--- src/rtl/viterbi_universal_dec_if.sv ---
// Start/length handshake and completion status for viterbi_universal_dec.
// The caller drives start and frame_len; the decoder answers with done and out_len.
interface viterbi_universal_dec_if;
    logic       start;
    logic [7:0] frame_len;
    logic       done;
    logic [7:0] out_len;

    modport master (output start, output frame_len, input done, input out_len);
    modport slave  (input start, input frame_len, output done, output out_len);
endinterface

--- src/rtl/viterbi_universal_dec.sv ---
// Hard-decision Viterbi decoder for rate-1/2 convolutional codes of constraint length K.
// All NS states are updated in one ACS step per cycle, followed by one traceback step per cycle.
module viterbi_universal_dec #(
    parameter int             K  = 3,
    parameter logic [K-1:0]   G0 = 3'b111,
    parameter logic [K-1:0]   G1 = 3'b101
) (
    input  logic                    clk,
    input  logic                    rst_n,
    viterbi_universal_dec_if.slave  bus,
    input  logic [1:0]              syms_in [256],
    output logic [255:0]            bits_out
);
    localparam int        SW     = K - 1;
    localparam int        NS     = 1 << SW;
    localparam logic [9:0] PM_INF = 10'h3FF;

    typedef logic [SW-1:0] st_t;
    typedef logic [9:0]    pm_t;
    typedef enum logic [2:0] {
        S_IDLE   = 3'd0,
        S_ACS    = 3'd1,
        S_TBINIT = 3'd2,
        S_TB     = 3'd3,
        S_DONE   = 3'd4
    } state_t;

    state_t          state_q;
    pm_t             pm_q   [NS];
    logic [NS-1:0]   surv_q [256];
    logic [7:0]      t_q;
    logic [7:0]      len_q;
    st_t             tb_s_q;
    logic            done_q;
    logic [7:0]      out_len_q;
    logic [255:0]    bits_q;

    pm_t             pm_d   [NS];
    logic [NS-1:0]   dec_d;
    logic [1:0]      sym_s;
    st_t             nst_s;
    st_t             p0_s;
    st_t             p1_s;
    pm_t             c0_s;
    pm_t             c1_s;
    st_t             best_s;
    pm_t             best_m_s;
    logic            lt_s;

    function automatic logic [1:0] enc_sym(input st_t s, input logic u);
        logic [K-1:0] r;
        r = {s, u};
        enc_sym = {^(r & G0), ^(r & G1)};
    endfunction

    function automatic logic [1:0] hamming2(input logic [1:0] a, input logic [1:0] b);
        logic [1:0] x;
        x = a ^ b;
        hamming2 = {1'b0, x[1]} + {1'b0, x[0]};
    endfunction

    // The infinite initial metric must never wrap back to a small value.
    function automatic pm_t sat_add(input pm_t a, input logic [1:0] b);
        logic [10:0] s;
        s = {1'b0, a} + {9'd0, b};
        sat_add = (s > {1'b0, PM_INF}) ? PM_INF : s[9:0];
    endfunction

    // Add-compare-select for every next state, plus the argmin used to seed traceback.
    always_comb begin
        sym_s    = syms_in[t_q];
        nst_s    = '0;
        p0_s     = '0;
        p1_s     = '0;
        c0_s     = '0;
        c1_s     = '0;
        dec_d    = '0;
        pm_d     = pm_q;
        best_s   = '0;
        best_m_s = pm_q[0];
        lt_s     = 1'b0;
        for (int n = 0; n < NS; n++) begin
            nst_s = st_t'(n);
            p0_s  = {1'b0, nst_s[SW-1:1]};
            p1_s  = {1'b1, nst_s[SW-1:1]};
            c0_s  = sat_add(pm_q[p0_s], hamming2(enc_sym(p0_s, nst_s[0]), sym_s));
            c1_s  = sat_add(pm_q[p1_s], hamming2(enc_sym(p1_s, nst_s[0]), sym_s));
            // Ties resolve to the b=0 predecessor.
            if (c1_s < c0_s) begin
                pm_d[n]  = c1_s;
                dec_d[n] = 1'b1;
            end else begin
                pm_d[n]  = c0_s;
                dec_d[n] = 1'b0;
            end
        end
        for (int i = 1; i < NS; i++) begin
            lt_s     = pm_q[i] < best_m_s;
            best_s   = lt_s ? st_t'(i) : best_s;
            best_m_s = lt_s ? pm_q[i] : best_m_s;
        end
    end

    // Control FSM, path metrics, survivor memory and registered outputs.
    always_ff @(posedge clk or negedge rst_n) begin
        if (!rst_n) begin
            state_q   <= S_IDLE;
            t_q       <= 8'd0;
            len_q     <= 8'd0;
            tb_s_q    <= '0;
            done_q    <= 1'b0;
            out_len_q <= 8'd0;
            bits_q    <= '0;
            for (int i = 0; i < NS; i++) begin
                pm_q[i] <= '0;
            end
            for (int i = 0; i < 256; i++) begin
                surv_q[i] <= '0;
            end
        end else begin
            case (state_q)
                S_IDLE, S_DONE: begin
                    if (bus.start) begin
                        len_q     <= bus.frame_len;
                        t_q       <= 8'd0;
                        done_q    <= 1'b0;
                        out_len_q <= 8'd0;
                        bits_q    <= '0;
                        for (int i = 0; i < NS; i++) begin
                            pm_q[i] <= (i == 0) ? 10'd0 : PM_INF;
                        end
                        state_q   <= (bus.frame_len == 8'd0) ? S_DONE : S_ACS;
                    end else if (state_q == S_DONE) begin
                        done_q    <= 1'b1;
                        out_len_q <= len_q;
                    end else begin
                        done_q    <= 1'b0;
                    end
                end
                S_ACS: begin
                    pm_q          <= pm_d;
                    surv_q[t_q]   <= dec_d;
                    if (t_q == len_q - 8'd1) begin
                        state_q <= S_TBINIT;
                    end else begin
                        t_q     <= t_q + 8'd1;
                    end
                end
                S_TBINIT: begin
                    tb_s_q  <= best_s;
                    state_q <= S_TB;
                end
                S_TB: begin
                    bits_q[t_q] <= tb_s_q[0];
                    tb_s_q      <= {surv_q[t_q][tb_s_q], tb_s_q[SW-1:1]};
                    if (t_q == 8'd0) begin
                        state_q <= S_DONE;
                    end else begin
                        t_q     <= t_q - 8'd1;
                    end
                end
                default: begin
                    state_q <= S_IDLE;
                end
            endcase
        end
    end

    assign bus.done    = done_q;
    assign bus.out_len = out_len_q;
    assign bits_out    = bits_q;
endmodule

--- src/flat_wrapper.sv ---
// flat-port wrapper written by rule: the top's interface ports become plain ports
module viterbi_universal_dec_flat 
#(
    parameter int             K  = 3,
    parameter logic [K-1:0]   G0 = 3'b111,
    parameter logic [K-1:0]   G1 = 3'b101
)
  (clk, rst_n, syms_in, bits_out, bus_start, bus_frame_len, bus_done, bus_out_len);
  viterbi_universal_dec_if bus_i ();
  input  logic clk;
  input  logic rst_n;
  input  logic [1:0] syms_in[256];
  output logic [255:0] bits_out;
  input wire logic [$bits(bus_i.start)-1:0] bus_start;
  input wire logic [$bits(bus_i.frame_len)-1:0] bus_frame_len;
  output wire logic [$bits(bus_i.done)-1:0] bus_done;
  output wire logic [$bits(bus_i.out_len)-1:0] bus_out_len;
  assign bus_i.start = bus_start;
  assign bus_i.frame_len = bus_frame_len;
  assign bus_done = bus_i.done;
  assign bus_out_len = bus_i.out_len;
  viterbi_universal_dec #(.K(K), .G0(G0), .G1(G1)) u_core (.clk(clk), .rst_n(rst_n), .bus(bus_i), .syms_in(syms_in), .bits_out(bits_out));
endmodule
--- config.mk ---
export PLATFORM = sky130hd
export DESIGN_NAME = viterbi_universal_dec_flat
export DESIGN_NICKNAME = d
export VERILOG_FILES = /design/src/rtl/viterbi_universal_dec_if.sv /design/src/rtl/viterbi_universal_dec.sv /design/src/flat_wrapper.sv
export SDC_FILE = /design/constraint.sdc
export NUM_CORES = 2
export LEC_CHECK = 0
export ABC_AREA = 1
export BUFFER_PORTS_ARGS = -buffer_cell sky130_fd_sc_hd__buf_2
export CAP_MARGIN = 10
export CORE_UTILIZATION = 50
export CTS_BUF_LIST = sky130_fd_sc_hd__clkbuf_4
export DETAILED_ROUTE_END_ITERATION = 6
export HOLD_SLACK_MARGIN = 0.06
export PLACE_DENSITY = 0.81
export SLEW_MARGIN = 20
export SYNTH_ARGS = -nofsm -noshare
export SYNTH_HDL_FRONTEND = slang
export SYNTH_SLANG_ARGS = --single-unit
--- constraint.sdc ---
create_clock -name clk -period 4.6 [get_ports clk]
set_input_delay 0.23 -clock clk [delete_from_list [all_inputs] [get_ports clk]]
set_output_delay 0.23 -clock clk [all_outputs]
set_load 0.02 [all_outputs]
# Word level (Yosys, flattened, before mapping)
# Index checks and enable logic that the tools add are counted.
classes:
  muxes: 53
  n_bitwise: 4
  reduce_logical: 17
  n_lt_le_gt_ge: 20
  eq_ne: 10
  add_sub_neg: 15
op_table:
  columns: ["operator", "count"]
  rows:
  - ["$bwmux W1024", 1]
  - ["$pmux W256 S2", 1]
  - ["$bwmux W256", 1]
  - ["$mux W256", 1]
  - ["$mux W10", 14]
  - ["$add A10 B2 Y11", 8]
  - ["$gt A11 B10 Y1 const B", 8]
  - ["$pmux W40 S2", 1]
  - ["$lt A10 B10 Y1", 7]
  - ["$mux W40", 1]
  - ["$mux W8", 5]
  - ["$bmux W4 S8", 1]
  - ["$demux W4 S8", 1]
  - ["$pmux W8 S3", 1]
  - ["$bmux W2 S8", 1]
  - ["$logic_not A8 Y1", 2]
  - ["$sub A8 B1 Y8 const B", 2]
  - ["$mux W3", 4]
  - ["$mux W4", 3]
  - ["$pmux W3 S4", 1]
  - ["$ge A9 B9 Y1 const B", 1]
  - ["$lt A8 B9 Y1 const B", 1]
  - ["$lt A9 B1 Y1 const B", 1]
  - ["$mux W1", 9]
  - ["25 further kinds", 43]
word_totals:
  out_inout_bits: 265
  input_bits: 523
  register_bits: 1350

# Longest topological paths before layout
depth:
  depth_word: 12
  mapped_depth: 38

# Worst setup path before layout
# OpenSTA, ideal clock, no wires.
synth_timing:
  path_type: "flip-flop to flip-flop"
  start: "register u_core.t_q[1]"
  end: "register u_core.pm_q[28] (netlist bit)"
  stages_incl_launch_ff: 34
  setup_ps: 133
  arrival_time_ps: 4830
  path_buffers: 4
  slack_ps: -363
  required_time_ps: 4467
  period_less_slack_ps: 4963
  path_cell_list: "dfrtp_1 buf_6 nand2_8 inv_4 buf_6 buf_2 a22oi_1 a21oi_1 or4_1 nand2_1 nand4_1 nand2_1 inv_1 nor2_1 ha_1 ha_1 ha_1 or2_1 nand2_1 nor2_2 nand2_2 o21ai_0 a21oi_1 inv_1 ha_1 a21oi_1 o21ai_0 a21oi_1 nand2_4 inv_2 buf_4 o21ai_1 a21oi_1 a21oi_1"
synth_via:
  elab_chain_cells: 12
  elab_cells_between_ends: 16
  classes_between: "4 x add/sub; 3 x order compare; 7 x mux; 2 x bitwise"
synth_rtl:
  columns: ["item", "line_no", "rtl"]
  rows:
  - ["start, declared", "viterbi_universal_dec.sv:31", "logic [7:0] t_q;"]
  - ["start signal, assigned", "viterbi_universal_dec.sv:146", "t_q <= t_q + 8'd1;"]
  - ["start signal, assigned", "viterbi_universal_dec.sv:159", "t_q <= t_q - 8'd1;"]
  - ["$not A8 Y9 (not written as such) *", "viterbi_universal_dec.sv:71", "sym_s = syms_in[t_q];"]
  - ["$bmux W2 S8 *", "viterbi_universal_dec.sv:71", null]
  - ["$mux W2 (not written as such) * (2 in series)", "viterbi_universal_dec.sv:71", null]
  - ["$not A2 Y2 (no source line)", null, null]
  - ["$add A1 B1 Y2", "viterbi_universal_dec.sv:59", "hamming2 = {1'b0, x[1]} + {1'b0, x[0]};"]
  - ["$add A10 B2 Y11", "viterbi_universal_dec.sv:65", "s = {1'b0, a} + {9'd0, b};"]
  - ["$gt A11 B10 Y1", "viterbi_universal_dec.sv:66", "sat_add = (s > {1'b0, PM_INF}) ? PM_INF : s[9:0];"]
  - ["$mux W10", "viterbi_universal_dec.sv:66", null]
  - ["$lt A10 B10 Y1", "viterbi_universal_dec.sv:89", "if (c1_s < c0_s) begin"]
  - ["$mux W10 *", "viterbi_universal_dec.sv:89", null]
  - ["$pmux W40 S2 *", "viterbi_universal_dec.sv:121", "case (state_q)"]
  - ["end signal, assigned by index", "viterbi_universal_dec.sv:130", "pm_q[i] <= (i == 0) ? 10'd0 : PM_INF;"]
  - ["end signal, assigned", "viterbi_universal_dec.sv:141", "pm_q <= pm_d;"]
  - ["end, declared", "viterbi_universal_dec.sv:29", "pm_t pm_q [NS];"]
# Every way passes the cells marked *; elsewhere a longest branch is shown, timed or not. The select of a mux whose other input is x is not followed.
# A chain may end at the register's enable or synchronous reset.

# Worst setup path in the final report
layout_timing:
  start: "register u_core.t_q[1]"
  end: "register u_core.surv_q[572] (netlist bit)"
layout_via:
  elab_chain_cells: 12
  elab_cells_between_ends: 21
  classes_between: "4 x add/sub; 5 x order compare; 9 x mux; 2 x bitwise; 1 x reduce/logical"
layout_rtl:
  columns: ["item", "line_no", "rtl"]
  rows:
  - ["$not A8 Y9 (not written as such) *", "viterbi_universal_dec.sv:71, viterbi_universal_dec.sv:142", null]
  - ["$bmux W2 S8", "viterbi_universal_dec.sv:71", null]
  - ["$mux W2 (not written as such) (2 in series)", "viterbi_universal_dec.sv:71", null]
  - ["$not A2 Y2 (no source line)", null, null]
  - ["$add A1 B1 Y2", "viterbi_universal_dec.sv:59", null]
  - ["$add A10 B2 Y11", "viterbi_universal_dec.sv:65", null]
  - ["$gt A11 B10 Y1", "viterbi_universal_dec.sv:66", null]
  - ["$mux W10", "viterbi_universal_dec.sv:66", null]
  - ["$lt A10 B10 Y1", "viterbi_universal_dec.sv:89", null]
  - ["$mux W1", "viterbi_universal_dec.sv:89", null]
  - ["$bwmux W1024 *", "viterbi_universal_dec.sv:142", "surv_q[t_q] <= dec_d;"]
  - ["end signal, assigned by index", "viterbi_universal_dec.sv:118", "surv_q[i] <= '0;"]
  - ["end signal, assigned by index", "viterbi_universal_dec.sv:142", null]
  - ["end, declared", "viterbi_universal_dec.sv:30", "logic [NS-1:0] surv_q [256];"]
# Marks and branches as above.

==> metrics.csv <==
stage,metric,value,unit
run_status,outcome,"finished, violations left",
run_status,violations,"design-rule violations, negative setup slack",
clock_tree,clockBufferDepth,4,
place,place_area,75000,µm²
floorplanning,fp.dieW,368,µm
detailed_routing,wl_per_cell,25.4,µm
pwr,intPower,40.5,mW
place,dp_hpwl,183000,µm
timing,fmax,177,MHz
pwr,p_seq_share,20.7,%
global_route,antenna_found_initial,29,
floorplanning,die-area,135000,µm²
logic_synthesis,ys_seq_elements,1350,
pwr,pwr-share-clk,13.0,%
min_path,hp-start,bus_start,
layout,final_common_cell,nand2_1,
timing,slew_headroom,18.0,%
detailed_routing,drc,8,
floorplanning,ios,788,
layout,most-common-layout-cells,"2,124 x nand2_1, 1,349 x dfrtp_1, 786 x buf_2",
pwr,switchingPower,39.1,mW
place,gp_congestion,1.03,
timing,final.setup.tns,-991.40,ns
detailed_routing,drt_iter0_drc,9262,
pwr,finalPower,79.6,mW
logic_synthesis,yosysSeqAreaShare,50.4,%
min_path,hold_depth,5,
pwr,vdd_ir_drop_max,0.000823,V
floorplanning,rows,133,
logic_synthesis,synth_edf_count,0,
timing,post-route-period-util,123,%
pwr,swShare,49.1,%
layout,design_area,83300,µm²
logic_synthesis,syn-cell-area,67000,µm²
timing,final-hold-violation-count,0,
layout,fin_util,62.9,%
worst_setup_path,worstSetupPathType,flip-flop to flip-flop,
layout,nets,9617,
logic_synthesis,synth_cells,7740,
global_route,overflow,0,
pwr,powerDensity,956,nW/µm²
clock_tree,clkSinkCount,1350,
global_route,grt_use_total,39.5,%
detailed_routing,via_per_inst,6.31,
floorplanning,core_area,132000,µm²
global_route,grt_max_degree,183,
detailed_routing,drt_wl_total,279000,µm
logic_synthesis,async_flop_share,100,%
layout,final_cells,11000,
clock_tree,root_buffer,clkbuf_4,
clock_tree,h-tree-depth,5,
worst_setup_path,crit_required,5.77,ns
worst_setup_path,rrSetupSlack,-1.05,ns
timing,finClkSkew,0.0973,ns
min_path,hold_end,u_core.len_q[4],
logic_synthesis,synth-main-ff-cell,dfrtp_1,
worst_setup_path,worstPathMaxFanout,9,
worst_setup_path,end_kind,flip-flop,
clock_tree,cts_tree,built,
place,dp_cells,10200,
worst_setup_path,cpMaxStageDelayCell,or4_4,
worst_setup_path,rr_worst_depth,34,
timing,setup_ws,-1.05,ns
worst_setup_path,r2r-start,u_core.t_q[1],
worst_setup_path,max_stage_delay,0.59,ns
logic_synthesis,syn_avg_cell_area,8.66,µm²
clock_tree,clk_latency,1.36,ns
pwr,p_comb_share,66.3,%
worst_setup_path,timing.rr.end,u_core.surv_q[572],
detailed_routing,ant_nets,0,
pwr,p_leak,40.2,nW
worst_setup_path,arrival,6.82,ns
detailed_routing,vias,69400,
timing,min_period,5.65,ns
detailed_routing,first_pass_iters,7,
global_route,grt_pass1_vias,65600,
layout,syn_to_final_growth,24.3,%
place,port_buffers,787,
worst_setup_path,worst_setup_path_start_kind,flip-flop,
layout,layout-drive-gt1-share,25.5,%
min_path,hold_class,input pin to flip-flop,
logic_synthesis,synthDistinctLibCells,59,
clock_tree,cts_inserted_buffers,363,
floorplanning,start_util,50.7,%
logic_synthesis,syn-num-nets,8356,
timing,rsz0062_at_grt,true,
floorplanning,fp.dieH,368,µm
run,cap_violations,0,
timing,worstMarginPinSlew,1.23,ns
timing,drv_slew,0,
global_route,grt_pass1_wl,407000,µm
logic_synthesis,yosysWarnings,0,
clock_tree,clk_pin_slew_worst_paths,0.06,ns
timing,setup_viol,1066,
worst max-delay path: cells and delay by family (launching register included):
| family | cells | cell delay (ns) |
|---|---|---|
| xor gates and xnor gates | 1 | 0.12 |
| and+or+nand+nor | 12 | 1.83 |
| DFF | 1 | 0.42 |
| buffers and inverters | 12 | 1.68 |
| AOI/OAI and AO/OA | 6 | 0.79 |
| adders and majority gates | 3 | 0.60 |
power groups by stage:
stage / Clock (mW) / Combinational (mW) / Sequential (mW)
finish: 10.4 / 52.8 / 16.5
global route: 11.0 / 55.7 / 16.7
floorplan: 0 / 25.6 / 16.1
CTS: 10.4 / 47.3 / 16.3
detailed placement: 0 / 40.3 / 16.5
global placement: 0 / 39.6 / 16.3
cells in the mapped netlist (all sizes together) (4+ instances only):
| cell | instances | area share (%) |
|---|---|---|
| dfrtp | 1350 | 50 |
| nand4 | 49 | 0.46 |
| a32o | 256 | 3.8 |
| or2 | 15 | 0.14 |
| nand2 | 2168 | 12 |
| o21ai | 1435 | 11 |
| clkbuf | 219 | 1.2 |
| nor2 | 432 | 2.5 |
| inv | 227 | 1.3 |
| nand3 | 52 | 0.41 |
| nor3 | 31 | 0.26 |
| fa | 5 | 0.15 |
| a22oi | 768 | 8.7 |
| o31ai | 7 | 0.078 |
| buf | 299 | 3.0 |
| a21oi | 254 | 1.9 |
| o22ai | 17 | 0.16 |
| xnor2 | 10 | 0.13 |
| ha | 88 | 1.6 |
| xor2 | 21 | 0.27 |
| nor4 | 11 | 0.13 |
| a31oi | 4 | 0.037 |
metal layers:
layer | vias up | GRT usage (%) | part of all wire, %
met5 | - | 0 | 0.049
met4 | 16 | 22.5 | 6.2
met3 | 995 | 11.2 | 12
met2 | 4847 | 58.4 | 44
met1 | 33500 | 51.9 | 38
li1 | 30000 | - | -
sequential cells by signal (all words and copies together) (netlist names):
name,flops
u_core.surv_q,1024
u_core.bits_out,256
u_core.pm_q,40
u_core.bus.out_len,8
u_core.len_q,8
u_core.t_q,8
u_core.state_q,3
u_core.tb_s_q,2
u_core.bus.done,1
kinds of logic (layout without fill, tap and decap cells):
group | after synthesis | count (layout) | synth area share (%)
adders and majority gates | 93 | 93 | 1.79
AOI/OAI and AO/OA | 2756 | 2756 | 25.6
DFF | 1350 | 1350 | 50.4
and+or+nand+nor | 2763 | 2764 | 16.2
buffers and inverters | 747 | 2220 | 5.55
other | 0 | 22 | 0
xor gates and xnor gates | 31 | 31 | 0.405
worst max path at each step:
| stage | to | cells past startpoint | slack [ns] | start |
|---|---|---|---|---|
| after floorplan | u_core.pm_q[28] | 33 | -0.05 | u_core.t_q[0] |
| after global placement | u_core.pm_q[29] | 33 | -1.51 | u_core.t_q[1] |
| after detailed placement | u_core.pm_q[37] | 31 | -1.46 | u_core.t_q[1] |
| after CTS | u_core.surv_q[528] | 36 | -0.92 | u_core.t_q[1] |
| after global routing | u_core.pm_q[16] | 32 | -1.30 | u_core.t_q[1] |
| final | u_core.surv_q[572] | 34 | -1.05 | u_core.t_q[1] |
through the flow:
| step | worst slack [ns] | hold slack (ns) |
|---|---|---|
| global route | -1.30 | 0.304 |
| floorplan | -0.0533 | -0.0656 |
| global placement | -1.51 | 0.426 |
| CTS | -0.922 | 0.179 |
| finish | -1.05 | 0.258 |
| detailed placement | -1.46 | 0.423 |
repair_timing:
| item | in CTS | in global routing |
|---|---|---|
| endpoints found under the setup margin | 1066 | 1066 |
| hold buffers | 29 | 0 |
| pin swaps | 70 | 47 |
| hold endpoints to repair | 1392 | 0 |
| setup buffers | 57 | 30 |
| gates cloned | 28 | 19 |
| gates resized for setup | 353 | 224 |
final cells by class:
| type | count | area (µm²) |
|---|---|---|
| antenna | 22 | 55.1 |
| clock buffer | 518 | 3890 |
| clock inverter | 60 | 340 |
| fill | 10900 | 49000 |
| inverter | 229 | 925 |
| multi-input combinational | 5644 | 31200 |
| sequential | 1350 | 33800 |
| tap | 1755 | 2200 |
| timing repair buffer | 1410 | 10800 |
| timing repair inverter | 3 | 26.3 |
(Power assumes the default switching activity.)
